==> src/rtl/dual_fetch_queue.sv <==
// dual_fetch_queue: fetches pc/pc+1 pairs into a DEPTH-entry circular queue and presents up to two in-order insns to decode; define PAIR_HAZARD_EN to hold slot B when it reads slot A's rd
module dual_fetch_queue #(
  parameter int DEPTH = 8,
  parameter int AW = 12
) (
  input  logic                    clock,
  input  logic                    reset,
  output logic [AW-1:0]           address_imem_a,
  output logic [AW-1:0]           address_imem_b,
  output logic                    rden_a,
  output logic                    rden_b,
  input  logic [31:0]             q_imem_a,
  input  logic [31:0]             q_imem_b,
  input  logic                    redirect,
  input  logic [AW-1:0]           redirect_pc,
  output logic                    out_valid_a,
  output logic                    out_valid_b,
  output logic [31:0]             out_insn_a,
  output logic [31:0]             out_insn_b,
  output logic [AW-1:0]           out_pc_a,
  output logic [AW-1:0]           out_pc_b,
  input  logic [1:0]              dec_take,
  output logic [$clog2(DEPTH):0]  count
);
  localparam int PW = $clog2(DEPTH);
  localparam int CW = PW + 1;
  logic [AW-1:0] pc_q, pc_d;
  logic [PW-1:0] head_q, head_d, tail_q, tail_d, head_n1, tail_n1;
  logic [CW-1:0] count_q, count_d;
  logic [31:0]   insn_q [DEPTH];
  logic [AW-1:0] epc_q [DEPTH];
  logic          fetch_en, hazard;
  logic [1:0]    avail, take;
  always_comb begin
    head_n1 = head_q + PW'(1);
    tail_n1 = tail_q + PW'(1);
    fetch_en = ~reset & ~redirect & (count_q <= CW'(DEPTH - 2));
    address_imem_a = pc_q;
    address_imem_b = pc_q + AW'(1);
    rden_a = fetch_en;
    rden_b = fetch_en;
    out_insn_a = insn_q[head_q];
    out_insn_b = insn_q[head_n1];
    out_pc_a = epc_q[head_q];
    out_pc_b = epc_q[head_n1];
`ifdef PAIR_HAZARD_EN
    hazard = (out_insn_a[31:27] inside {5'b00000, 5'b00101, 5'b01000}) && (out_insn_a[26:22] != 5'd0) &&
             (out_insn_a[26:22] == out_insn_b[21:17] || out_insn_a[26:22] == out_insn_b[16:12]);
`else
    hazard = 1'b0;
`endif
    out_valid_a = count_q != '0;
    out_valid_b = (count_q >= CW'(2)) & ~hazard;
    avail = {1'b0, out_valid_a} + {1'b0, out_valid_b};
    take = dec_take > avail ? avail : dec_take;
    count = count_q;
    pc_d = redirect ? redirect_pc : fetch_en ? pc_q + AW'(2) : pc_q;
    head_d = redirect ? '0 : head_q + PW'(take);
    tail_d = redirect ? '0 : fetch_en ? tail_q + PW'(2) : tail_q;
    count_d = redirect ? '0 : count_q + (fetch_en ? CW'(2) : CW'(0)) - CW'(take);
  end
  always_ff @(posedge clock) begin
    if (reset) begin
      pc_q <= '0;
      head_q <= '0;
      tail_q <= '0;
      count_q <= '0;
    end else begin
      pc_q <= pc_d;
      head_q <= head_d;
      tail_q <= tail_d;
      count_q <= count_d;
    end
  end
  always_ff @(posedge clock) begin
    if (fetch_en) begin
      insn_q[tail_q] <= q_imem_a;
      epc_q[tail_q] <= pc_q;
      insn_q[tail_n1] <= q_imem_b;
      epc_q[tail_n1] <= address_imem_b;
    end
  end
endmodule

==> config.mk <==
export PLATFORM = sky130hd
export DESIGN_NAME = dual_fetch_queue
export DESIGN_NICKNAME = d
export VERILOG_FILES = /design/src/rtl/dual_fetch_queue.sv
export SDC_FILE = /design/constraint.sdc
export NUM_CORES = 1
export LEC_CHECK = 0
export BUFFER_PORTS_ARGS = -buffer_cell sky130_fd_sc_hd__buf_2
export CAP_MARGIN = 15
export CORE_MARGIN = 1
export CORE_UTILIZATION = 40
export DETAILED_ROUTE_END_ITERATION = 8
export PLACE_DENSITY_LB_ADDON = 0.05
export SYNTH_ARGS = -nofsm -noshare
export SYNTH_HDL_FRONTEND = slang
export SYNTH_SLANG_ARGS = --single-unit
==> constraint.sdc <==
create_clock -name clock -period 4.75 [get_ports clock]
set_clock_uncertainty 0.05 [all_clocks]
set_input_delay 0.2375 -clock clock [delete_from_list [all_inputs] [get_ports clock]]
set_output_delay 0.2375 -clock clock [all_outputs]
set_load 0.01 [all_outputs]
* Yosys cells after proc, flatten, opt, wreduce, memory -nomap -nowiden
Memory sizes are Yosys's and may differ from the RTL's. A register that Yosys moved wholly into a read port is not among the register bits.
Cells that the tools add are included.
** Operators by class
- Add/subtract/negate cells :: 9
- Magnitude comparators :: 3
- Mux-type cells :: 8
- Bitwise operators :: 4
- Reductions and logical operators :: 3
** Operator list (number)
- 12-bit two-way mux :: 2
- 12-bit by 1-bit adder with 12-bit output, second input constant :: 1
- 12-bit by 2-bit adder with 12-bit output, second input constant :: 1
- 3-bit by 1-bit adder with 3-bit output, second input constant :: 2
- 3-bit two-way mux :: 2
- 4-bit by 2-bit adder with 4-bit output :: 1
- 4-bit by 2-bit >= comparator with 1-bit output, second input constant :: 1
- 4-bit by 3-bit <= comparator with 1-bit output, second input constant :: 1
- 2-bit two-way mux :: 2
- 4-bit nonzero test :: 1
- 4-bit by 2-bit subtractor with 4-bit output :: 1
- 3-bit by 2-bit adder with 3-bit output :: 1
- 3-bit by 2-bit adder with 3-bit output, second input constant :: 1
- 1-bit by 1-bit adder with 2-bit output :: 1
- 1-bit bitwise AND :: 2
- 2-bit greater-than comparator :: 1
- 1-bit two-way mux :: 2
- 1-bit inverter :: 2
- 2-bit nonzero test :: 1
- 2-bit OR reduction :: 1
** Word-level totals
- Bits in registers :: 22
- Memory bits (writable) :: 352
- Memories kept :: 2
** Memory list
- insn_q :: depth 8, width 32, read ports 2, clocked after Yosys merged registers in 1, wr ports 2, line 30 : logic [31:0] insn_q [DEPTH];
- epc_q :: depth 8, width 12, read ports 2, clocked after Yosys merged registers in 1, wr ports 2, line 31 : logic [AW-1:0] epc_q [DEPTH];

* Longest topological paths before layout
Gate-level depths: netlist of run 1.
- Word-level depth :: 6
- Mapped depth :: 18
- Gate-level depth less buffers :: 18

* Least setup slack after synthesis of run 1
Ideal clock, no wire load.
- Path kind :: register to register
- From :: register count_q[3], in the netlist count[3]
- To :: memory epc_q[2][0], enable pin
- Setup time :: 0.456 ns
- Arrival :: 3.788 ns
- Data required time :: 4.244 ns
- Path slack :: 0.455 ns
- Stages on the path, launching flop included :: 7
- Buffers on the path :: 1
- Clock period less this slack :: 4.295 ns
- Path through :: dfxtp_1 -> inv_1 -> ha_1 -> and3_1 -> buf_2 -> nor3_1 -> and2_1
** RTL lines
- start, declared :: line 29 : logic [CW-1:0] count_q, count_d;
- start signal, assigned :: line 72 : count_q <= count_d;
- end, declared :: line 31

==> results.txt, run 1 <==
status: complete, no violations
post-synthesis sequential area ratio: 0.634
Site Rows: 75
Final period util: 0.686
CP cell instances: inv_1, ha_1, and3_1, nor3_1, and2_4, buf_4
synthesized area: 17300 um2
Overall Global Routing Usage: 0.180
Routability Congestion: 0.724
Num CTS Buffers: 42
global route total overflow: 0
Mapped Cells: 842
Max Slew Vio Count: 0
count of cell types in the netlist: 45
fin area: 21100 um2
initial antenna violation count: 0
Power Density: 486 nW/um2
Worst-Margin Slew: 0.912 ns
P_leak: 7.00 nW
Die ar.: 44200 um2
CP delay by family, top: simple AND/OR/NAND/NOR gates
Buf/Inv on CP: 2
Post-synth EDFFs: 352
yosys warns: 0
Arr. time, crit path: 3.44 ns
min setup slack post-route: 1.49 ns
max-capacitance violation count: 0
layout cell share with drive strength beyond 1: 0.479
Avg WL per Cell: 22.4 um
syn_nets: 942
DPL Wire Length: 23600 um
Peak Freq: 0.307 GHz
Die Width: 210 um
Fin Setup TNS: 0 ns
#FFs+latches synth: 373
Slew headroom: 0.387
Core ar.: 42300 um2
drt initial violations: 394
nets@finish: 1228
Post-CTS Setup Repair Bufs: 0
final WL: 38900 um
Primary FF master, synth: edfxtp_1
Final min period: 3.26 ns
vias per inst: 5.31
Fin. Hold Viols: 0
Worst path slowest cell: nor3_1
CTS tree: done
DR pass1 iterations: 4
largest net degree at the start of global routing: 129
Root Driver: clkbuf_16
Clock Path Buffers: 3
Ant. Diodes: 0
ys async rst share: 0
clock-pin slew on the worst setup and hold paths: 0.06 ns
H-tree depth: 2
vias in the first global route: 9891
Worst setup EP type: flop
Mean Syn Cell Area: 20.6 um2
Starting Density: 0.410
Crit Path Category: flop to flop
CTS Hold Bufs: 86
Residual DRC: 0
io pins: 201
Clock Latency Late Sink: 0.55 ns
Final Power: 10.3 mW
Hold Crit Class: input pin to flop
RSZ-0062 raised after global routing: no
Setup WS pre-CTS: 1.44 ns
Critical Path RT: 4.93 ns
VDD IR max: 0.000517 V
post-route ant nets: 0
crit-path max cell delay: 0.80 ns
first-pass GRT wire length: 59100 um
endpoints failing setup: 0
Die Span Y: 210 um
CP startpoint kind: flop
clock tree sinks: 373
Area Overhead vs Synth: 21.9%
DP Area: 19000 um2
crit path max fanout: 44
Resized cells post-CTS: 0
Vias: 9222
Buffers on Ports: 200
## synth_stat cells, types with 2 or more instances
cell type | n | area, um2
fa_1 | 3 | 60.1
buf_2 | 33 | 165
ha_1 | 16 | 200
o21bai_1 | 2 | 15.0
clkbuf_1 | 14 | 52.6
nand4_1 | 5 | 31.3
mux4_2 | 176 | 3960
and2_1 | 7 | 43.8
nor3_1 | 5 | 25.0
nor4_1 | 2 | 12.5
dfxtp_1 | 21 | 420
a211oi_1 | 6 | 45.0
xor2_1 | 5 | 43.8
a21oi_1 | 7 | 35.0
buf_1 | 2 | 7.51
nor2_1 | 19 | 71.3
a2111oi_2 | 2 | 30.0
o21ai_0 | 2 | 10.0
nand2_1 | 6 | 22.5
xnor2_1 | 15 | 131
and3_1 | 3 | 18.8
nand3_1 | 4 | 20.0
inv_1 | 16 | 60.1
mux2i_1 | 2 | 20.0
edfxtp_1 | 352 | 10600
mux2_2 | 88 | 991
buf_4 | 5 | 37.5
buf_6 | 6 | 67.6
nand2b_1 | 2 | 12.5
## cell type report
class | count | area [um2]
clock buffer | 57 | 1150
clock inverter | 18 | 139
fill | 3530 | 21200
inverter | 17 | 63.8
multi-input combinational | 392 | 6000
sequential | 373 | 11000
tap | 577 | 722
timing repair buffer | 302 | 2070
## where the power goes
group | switching [mW] | internal (mW)
logic | 1.60 | 1.75
registers | 0.100 | 3.78
clock network | 1.25 | 1.80
total | 2.95 | 7.32
## cell families after synthesis
| family | share of synthesized area |
|---|---|
| AO/OA/AOI/OAI | 0.0104 |
| flip-flops | 0.634 |
| adder cells (fa/ha/maj) | 0.0150 |
| AND/OR/NAND/NOR | 0.0206 |
| buffers and inverters | 0.0227 |
| XOR/XNOR | 0.0110 |
| multiplexers | 0.287 |
## worst register-to-register path, stage by stage, from the launching register on
cell and delay, ns:
dfxtp_1 0.34, inv_1 0.06, ha_1 0.18, and3_1 0.33
nor3_1 0.80, and2_4 0.75, buf_4 0.41
## per-layer routing
metal	global-route usage	part of all wire	vias up
met5	0	0	-
met4	0.0466	0.015	0
met3	0.0392	0.049	38
met2	0.307	0.50	192
met1	0.234	0.43	4844
li1	-	-	4148
## stage by stage
stage               hold slack (ns)  std cells   util
floorplan                     0.256        842      -
global placement              0.404       1575  0.449
detailed placement            0.409       1575  0.449
CTS                          0.0992       1736  0.500
global route                  0.138       1736  0.500
finish                        0.139       1736  0.500
## worst paths after layout
kind,startpoint,endpoint,slack (ns),cells after the start
worst max register to register,count[3]$_SDFF_PP0_,epc_q[4][0]$_DFFE_PP_,1.49,6
worst min-delay path,reset,address_imem_a[9]$_SDFFE_PP0N_,0.14,3
worst min register to register,tail_q[2]$_SDFFE_PP0P_,tail_q[2]$_SDFFE_PP0P_,0.47,2
worst max-delay path,count[3]$_SDFF_PP0_,epc_q[4][0]$_DFFE_PP_,1.49,6
## layout by cell type, fill, tap and decap left out, types with 5 or more instances in the layout
cell,count
a211oi_1,6
a21oi_1,7
buf_12,7
buf_2,200
buf_4,9
clkbuf_1,12
clkbuf_16,43
clkinv_1,5
clkinv_2,11
dfxtp_1,18
dlygate4sd3_1,86
edfxtp_1,352
ha_1,15
inv_1,16
mux2_2,88
mux4_2,176
nand2_1,6
nand4_1,5
nor2_1,19
nor3_1,5
xnor2_1,15
xor2_1,5
## state kept, by name, summed over array words and instances, names as in the netlist
register	cells
insn_q	256
epc_q	96
address_imem_a	12
count	4
head_q	3
tail_q	2
(Power assumes the default switching activity.)
==> run 2, diff against run 1 <==
--- a/config.mk
+++ b/config.mk
@@ -5,6 +5,7 @@
 export SDC_FILE = /design/constraint.sdc
 export NUM_CORES = 1
 export LEC_CHECK = 0
+export ABC_AREA = 1
 export BUFFER_PORTS_ARGS = -buffer_cell sky130_fd_sc_hd__buf_2
 export CAP_MARGIN = 15
 export CORE_MARGIN = 1
==> constraint.sdc (replaced) <==
create_clock -name clock -period 2.95 [get_ports clock]
set_clock_uncertainty 0.05 [all_clocks]
set_input_delay 0.1475 -clock clock [delete_from_list [all_inputs] [get_ports clock]]
set_output_delay 0.1475 -clock clock [all_outputs]
set_load 0.01 [all_outputs]
==> run 2 against run 1 <==
Against the previous run: flip-flop and latch count unchanged; clock power increased by 68%; area after synthesis increased by 5.3%; hold slack got worse by 0.10 ns; largest power group is now combinational logic; critical path type unchanged; worst setup slack got worse by 1.3 ns; largest cell class unchanged.
==> results.txt, run 2 <==
Mapped Cells: 1909 (+130%)
Avg WL per Cell: 18.3 um (-18%)
Arr. time, crit path: 3.24 ns (-0.20 ns)
Area Overhead vs Synth: 22.4%
Synth top area share: 0.579 (-0.0305)
Overall Global Routing Usage: 0.211 (+0.0304)
top-count cell post-synth: o21ai_0
max-capacitance violation count: 0 (unchanged)
WHS Endpoint: address_imem_a[9]$_SDFFE_PP0N_
Hold Crit Class: input pin to flop
drt initial violations: 1067 (+170%)
Peak Freq: 0.358 GHz (+17%)
RSZ-0062 raised after global routing: yes
Crit Path Category: flop to flop
clock-pin slew on the worst setup and hold paths: 0.06 ns (about the same)
Ant. Diodes: 0 (unchanged)
VDD IR max: 0.000514 V (-0.63%)
Post-synth EDFFs: 352 (unchanged)
H-tree depth: 2 (unchanged)
Final period util: 0.947 (+0.261)
Num CTS Buffers: 43 (+2.4%)
Primary FF master, synth: edfxtp_1
WHS Path Cells: 5 (+2)
ys async rst share: 0 (unchanged)
Residual DRC: 0 (unchanged)
nets@finish: 2253 (+83%)
DPL Wire Length: 29200 um (+24%)
top post-synthesis cells by area: edfxtp_1 58%, o21ai_0 10%, a21oi_1 5.5%
clock tree sinks: 373 (unchanged)
Final min period: 2.79 ns (-0.463 ns)
reg-to-reg slack, setup: 0.16 ns (-1.34 ns)
DR pass1 iterations: 5 (+1)
synthesized area: 18300 um2 (+5.3%)
largest register by flop count: insn_q
first-pass GRT wire length: 77000 um (+30%)
most frequent cells in the layout: 371 x o21ai_0, 352 x edfxtp_1, 247 x nor2_1
Mean Syn Cell Area: 9.57 um2 (-54%)
final WL: 50800 um (+31%)
post-route ant nets: 0 (unchanged)
worst r2r src: count[3]$_SDFF_PP0_
Fin. Hold Viols: 0 (unchanged)
max reg flops: 256 (unchanged)
Worst setup EP type: flop
Fin Setup TNS: 0 ns (unchanged)
number of cells on the worst reg-to-reg path: 17 (+11)
yosys warns: 0 (unchanged)
#FFs+latches synth: 373 (unchanged)
Buffers on Ports: 200 (unchanged)
hold path start: redirect
crit path max fanout: 3 (-93%)
CP startpoint kind: flop
syn_nets: 2009 (+110%)
Site Rows: 77 (+2.7%)
count of cell types in the netlist: 26 (-42%)
area leader, netlist: edfxtp_1
Core ar.: 44600 um2 (+5.4%)
endpoints failing setup: 0 (unchanged)
vias in the first global route: 14.4k (+46%)
CTS tree: done
Post-synth top cells: 372 x o21ai_0, 352 x edfxtp_1, 253 x nor2_1, 202 x a21oi_1, 181 x nand2_1
post-synthesis sequential area ratio: 0.602 (-0.0317)
P_leak: 8.28 nW (+18%)
Vias: 14.8k (+60%)
Slew headroom: 0.391 (+0.00386)
Die Span Y: 216 um (+2.6%)
initial antenna violation count: 0 (unchanged)
Die Width: 216 um (+2.6%)
Worst-Margin Slew: 0.904 ns (-0.00833 ns)
vias per inst: 5.32 (+0.11%)
largest net degree at the start of global routing: 260 (+100%)
io pins: 201 (unchanged)
Critical Path RT: 3.40 ns (-1.53 ns)
global route total overflow: 0 (unchanged)
Clock Latency Late Sink: 0.56 ns (about the same)
Final Power: 17.8 mW (+73%)
status: complete, no violations
Clock Path Buffers: 3 (unchanged)
Starting Density: 0.409 (-0.000490)
Die ar.: 46500 um2 (+5.2%)
Routability Congestion: 0.743 (+2.6%)
Max Slew Vio Count: 0 (unchanged)
worst r2r dst: count[2]$_SDFF_PP0_
Root Driver: clkbuf_16
most common cell after layout, fill and taps aside: o21ai_0
fill cell count: 4072 (+15%)
layout cell share with drive strength beyond 1: 0.155 (-0.324)
Power Density: 795 nW/um2 (+64%)
==> run 2: cell count changes after synthesis, sizes merged, moves of 11 or more <==
| cell | previous run | this run |
|---|---|---|
| a21oi | 7 | 202 |
| buf | 46 | 67 |
| clkbuf | 14 | 74 |
| inv | 16 | 131 |
| mux2 | 88 | 0 |
| mux4 | 176 | 0 |
| nand2 | 6 | 181 |
| nand3 | 4 | 54 |
| nor2 | 20 | 253 |
| o21a | 0 | 44 |
| o21ai | 2 | 495 |
| xnor2 | 15 | 4 |
==> run 2: logic make-up after synthesis <==
family,synth area share
AOI/OAI and AO/OA,0.209
xor gates and xnor gates,0.00528
adders and majority gates,0.0143
buffers and inverters,0.0636
DFF,0.602
muxes,0.000548
and+or+nand+nor,0.105
==> run 2: cell type report <==
cell class	count	area [um2]	area share
Clock buffer	58	1230	0.0552
Clock inverter	21	131	0.00588
Inverter	132	503	0.0225
Multi-Input combinational cell	1263	6190	0.277
Sequential cell	373	11000	0.492
Tap cell	592	741	0.0331
Timing Repair Buffer	340	2550	0.114
==> run 2: worst max-delay path: stages, from the launching register on <==
cell and delay, ns:
dfxtp_1 0.34, inv_1 0.06, ha_1 0.20, nand3_1 0.11, ha_1 0.18, inv_1 0.05
ha_1 0.28, inv_1 0.07, nor2_2 0.04, o21ai_2 0.16, nor2_2 0.07, a21oi_2 0.15
ha_1 0.16, inv_1 0.04, ha_1 0.17, inv_1 0.07, fa_2 0.43, nor2_1 0.10
==> run 2: layer usage <==
metal  vias to the layer above  global-route usage  part of all wire
met5                         -                   0                 0
met4                         0              0.0683             0.021
met3                        84              0.0364             0.055
met1                      7063               0.269              0.44
li1                       7184                   -                 -
met2                       448               0.362              0.48
==> run 2: worst max path at each step <==
stage                                     from               endpoint  slack [ns]  cells after the start
after floorplan            count[3]$_SDFF_PP0_  epc_q[0][0]$_DFFE_PP_       -0.91                      6
after global placement     count[3]$_SDFF_PP0_    count[2]$_SDFF_PP0_        0.16                     17
after detailed placement   count[3]$_SDFF_PP0_    count[2]$_SDFF_PP0_        0.08                     17
after CTS                 head_q[0]$_SDFF_PP0_            out_pc_b[3]        0.03                      8
after global routing       count[3]$_SDFF_PP0_    count[2]$_SDFF_PP0_       -0.05                     17
final                      count[3]$_SDFF_PP0_    count[2]$_SDFF_PP0_        0.16                     17
==> run 2: per-stage QoR <==
step	instance area [um2]	setup WS [ns]	hold slack [ns]	utilization	cells
finish	22400	0.157	0.0357	0.501	2779
global route	22400	-0.0454	0.0480	0.501	2779
CTS	22200	0.0255	0.000871	0.499	2774
detailed placement	20000	0.0779	0.321	0.448	2607
global placement	20000	0.163	0.315	0.448	2607
floorplan	18300	-0.915	0.196	-	1909
==> run 2: report_power, final <==
part | total [mW] | internal (mW) | switching (mW)
registers | 6.14 | 6.03 | 0.108
logic | 6.52 | 2.40 | 4.12
clock network | 5.12 | 3.02 | 2.10
total | 17.8 | 11.4 | 6.33
==> run 2: repair_timing <==
item / 4_1_cts / 5_1_grt
hold endpoints to repair: 268 / 0
buffers inserted: 0 / 3
setup endpoints to repair: 0 / 16
hold buffers: 88 / 0
resized for setup: 0 / 11
==> run 3, diff against run 2 <==
--- a/config.mk
+++ b/config.mk
@@ -6,12 +6,13 @@
 export NUM_CORES = 1
 export LEC_CHECK = 0
 export ABC_AREA = 1
-export BUFFER_PORTS_ARGS = -buffer_cell sky130_fd_sc_hd__buf_2
 export CAP_MARGIN = 15
 export CORE_MARGIN = 1
 export CORE_UTILIZATION = 40
 export DETAILED_ROUTE_END_ITERATION = 8
+export DONT_BUFFER_PORTS = 1
 export PLACE_DENSITY_LB_ADDON = 0.05
+export SLEW_MARGIN = 10
 export SYNTH_ARGS = -nofsm -noshare
 export SYNTH_HDL_FRONTEND = slang
 export SYNTH_SLANG_ARGS = --single-unit
==> run 3 against run 2 <==
Against the previous run: combinational power down 12%; critical path depth fell by 10; critical path type is now flop to output port; global-route usage decreased by 0.088 points; die area is the same; sequential share of layout area up 2.6 points; fmax grew 0.54%; utilization shrank 2.5 points; worst setup slack better by 0.015 ns.
==> results.txt, run 3 (same netlist as run 2, synthesis figures left out) <==
worst r2r src: count[2]$_SDFF_PP0_
Crit Path Category: flop to output port
Overall Global Routing Usage: 0.210 (-0.000877)
worst r2r dst: count[2]$_SDFF_PP0_
P_leak: 7.44 nW (-10%)
io pins: 201 (unchanged)
largest net degree at the start of global routing: 178 (-32%)
most frequent cells in the layout: 371 x o21ai_0, 352 x edfxtp_1, 248 x nor2_1
most frequent CP cell: buf_4
Core ar.: 44600 um2 (unchanged)
Vias: 14.1k (-4.8%)
Worst setup EP type: output port
number of cells on the worst reg-to-reg path: 17 (unchanged)
CP startpoint kind: flop
max-capacitance violation count: 0 (unchanged)
Final Power: 17.1 mW (-3.7%)
post-route ant nets: 0 (unchanged)
reg-to-reg slack, setup: 0.19 ns (+0.03 ns)
clock-pin slew on the worst setup and hold paths: 0.05 ns (about the same)
clock tree sinks: 373 (unchanged)
VDD IR max: 0.000634 V (+23%)
Die Span Y: 216 um (unchanged)
Fin. Hold Viols: 0 (unchanged)
Buf/Inv on CP: 2 (-3)
Final period util: 0.942 (-0.00511)
final WL: 49200 um (-3.1%)
drt initial violations: 918 (-14%)
DP Area: 19000 um2 (-4.8%)
DR pass1 iterations: 5 (unchanged)
crit path max fanout: 26 (+23)
vias per inst: 5.45 (+2.5%)
Critical Path RT: 2.75 ns (-0.65 ns)
Avg WL per Cell: 19.1 um (+4.3%)
Slew headroom: 0.315 (-0.0756)
Die Width: 216 um (unchanged)
Area Overhead vs Synth: 16.2%
max reg flops: 256 (unchanged)
Peak Freq: 0.360 GHz (+0.54%)
fin area: 21200 um2 (-5.1%)
Root Driver: clkbuf_16
CP cell instances: ha_4, buf_4, o21ai_0, o21ai_1, nor2_1, a21oi_1, buf_4
Die ar.: 46500 um2 (unchanged)
Arr. time, crit path: 2.58 ns (-0.66 ns)
nets@finish: 2054 (-8.8%)
Num CTS Buffers: 44 (+2.3%)
status: complete, no violations
initial antenna violation count: 0 (unchanged)
Starting Density: 0.409 (unchanged)
global route total overflow: 0 (unchanged)
final core occ: 0.476 (-0.0254)
largest register by flop count: insn_q
DPL Wire Length: 27600 um (-5.5%)
WHS Endpoint: head_q[1]$_SDFF_PP0_
vias in the first global route: 13.8k (-4.7%)
crit-path max cell delay: 0.46 ns (+0.03 ns)
Fin Setup TNS: 0 ns (unchanged)
Worst path slowest cell: ha_4
hold path start: dec_take[1]
Site Rows: 77 (unchanged)
Clock Latency Late Sink: 0.55 ns (about the same)
Clock Path Buffers: 3 (unchanged)
H-tree depth: 2 (unchanged)
Worst-Margin Slew: 1.02 ns (+0.112 ns)
Power Density: 806 nW/um2 (+1.4%)
first-pass GRT wire length: 76300 um (-0.82%)
WHS Path Cells: 4 (-1)
Final min period: 2.78 ns (-0.0151 ns)
Routability Congestion: 0.772 (+3.9%)
layout cell share with drive strength beyond 1: 0.0689 (-0.0856)
Residual DRC: 0 (unchanged)
min setup slack post-route: 0.172 ns (+0.0151 ns)
CP delay by family, top: buffers and inverters
most common cell after layout, fill and taps aside: o21ai_0
endpoints failing setup: 0 (unchanged)
Buffers on Ports: 0 (-100%)
Hold Crit Class: input pin to flop
Max Slew Vio Count: 0 (unchanged)
CTS tree: done
Setup WS pre-CTS: 0.0908 ns (+0.0129 ns)
-- run 3: changes by cell type in the layout (fill, tap and decap cells not counted), moves of 2 or more --
cell           previous run  this run
bufinv_16                 1         4
clkinvlp_4                3         0
buf_12                   16        13
buf_2                   200         0
clkbuf_8                  6         0
clkbuf_1                  7         9
clkbuf_16                47        45
clkinv_2                 12         8
dlygate4sd3_1            88        79
buf_4                    30        47
clkinv_1                  5        13
buf_16                    2         0
-- run 3: worst max-delay path by stage --
stage | startpoint | endpoint | depth (start not counted)
floorplan | count[3]$_SDFF_PP0_ | epc_q[0][0]$_DFFE_PP_ | 6
global placement | count[2]$_SDFF_PP0_ | count[2]$_SDFF_PP0_ | 17
detailed placement | count[3]$_SDFF_PP0_ | count[2]$_SDFF_PP0_ | 17
CTS | head_q[0]$_SDFF_PP0_ | out_pc_b[6] | 7
global route | count[3]$_SDFF_PP0_ | count[2]$_SDFF_PP0_ | 17
finish | head_q[0]$_SDFF_PP0_ | out_pc_b[6] | 7
-- run 3: layer usage --
| layer | GRT usage | share of wire | wire length, um |
|---|---|---|---|
| met4 | 0.0702 | 0.023 | 1150 |
| met3 | 0.0402 | 0.066 | 3250 |
| met1 | 0.268 | 0.43 | 21300 |
| met5 | 0 | 0 | 0 |
| met2 | 0.356 | 0.48 | 23500 |
-- run 3: cell type report --
type / instances / area, um2
Sequential cell: 373 / 11000
Inverter: 132 / 503
Timing Repair Buffer: 140 / 1420
Clock buffer: 54 / 1160
Antenna cell: 1 / 2.50
Fill cell: 4132 / 23400
Clock inverter: 25 / 209
Tap cell: 592 / 741
Multi-Input combinational cell: 1263 / 6190
-- run 3: stage by stage --
step | std cells | hold slack, ns
2_1_floorplan | 1909 | 0.196
3_3_place_gp | 2420 | 0.169
3_5_place_dp | 2420 | 0.171
4_1_cts | 2578 | 0.0412
5_1_grt | 2579 | 0.0887
6_report | 2580 | 0.0590
-- run 3: where the power goes --
| part | switching [mW] | leakage (nW) | total (mW) | internal [mW] |
|---|---|---|---|---|
| registers | 0.126 | 3.38 | 6.16 | 6.03 |
| clock network | 2.07 | 0.673 | 5.19 | 3.12 |
| logic | 3.85 | 3.38 | 5.76 | 1.91 |
-- run 3: worst register-to-register path: stages, from the launching register on --
cell and delay [ns]:
dfxtp_1 0.34, inv_1 0.05, ha_1 0.22, nand3_2 0.10, ha_2 0.18, inv_1 0.04
ha_1 0.28, inv_1 0.06, nor2_1 0.04, o21ai_2 0.17, nor2_2 0.07, a21oi_2 0.14
ha_1 0.16, inv_1 0.04, ha_1 0.17, inv_1 0.07, fa_2 0.43, nor2_1 0.10
-- run 3: timing repair --
| item | 4_1_cts | 5_1_grt |
|---|---|---|
| endpoints found under the hold margin | 277 | 0 |
| gates resized for setup | 0 | 8 |
| buffers inserted | 0 | 1 |
| hold buffers | 79 | 0 |
| setup endpoints to repair | 0 | 5 |
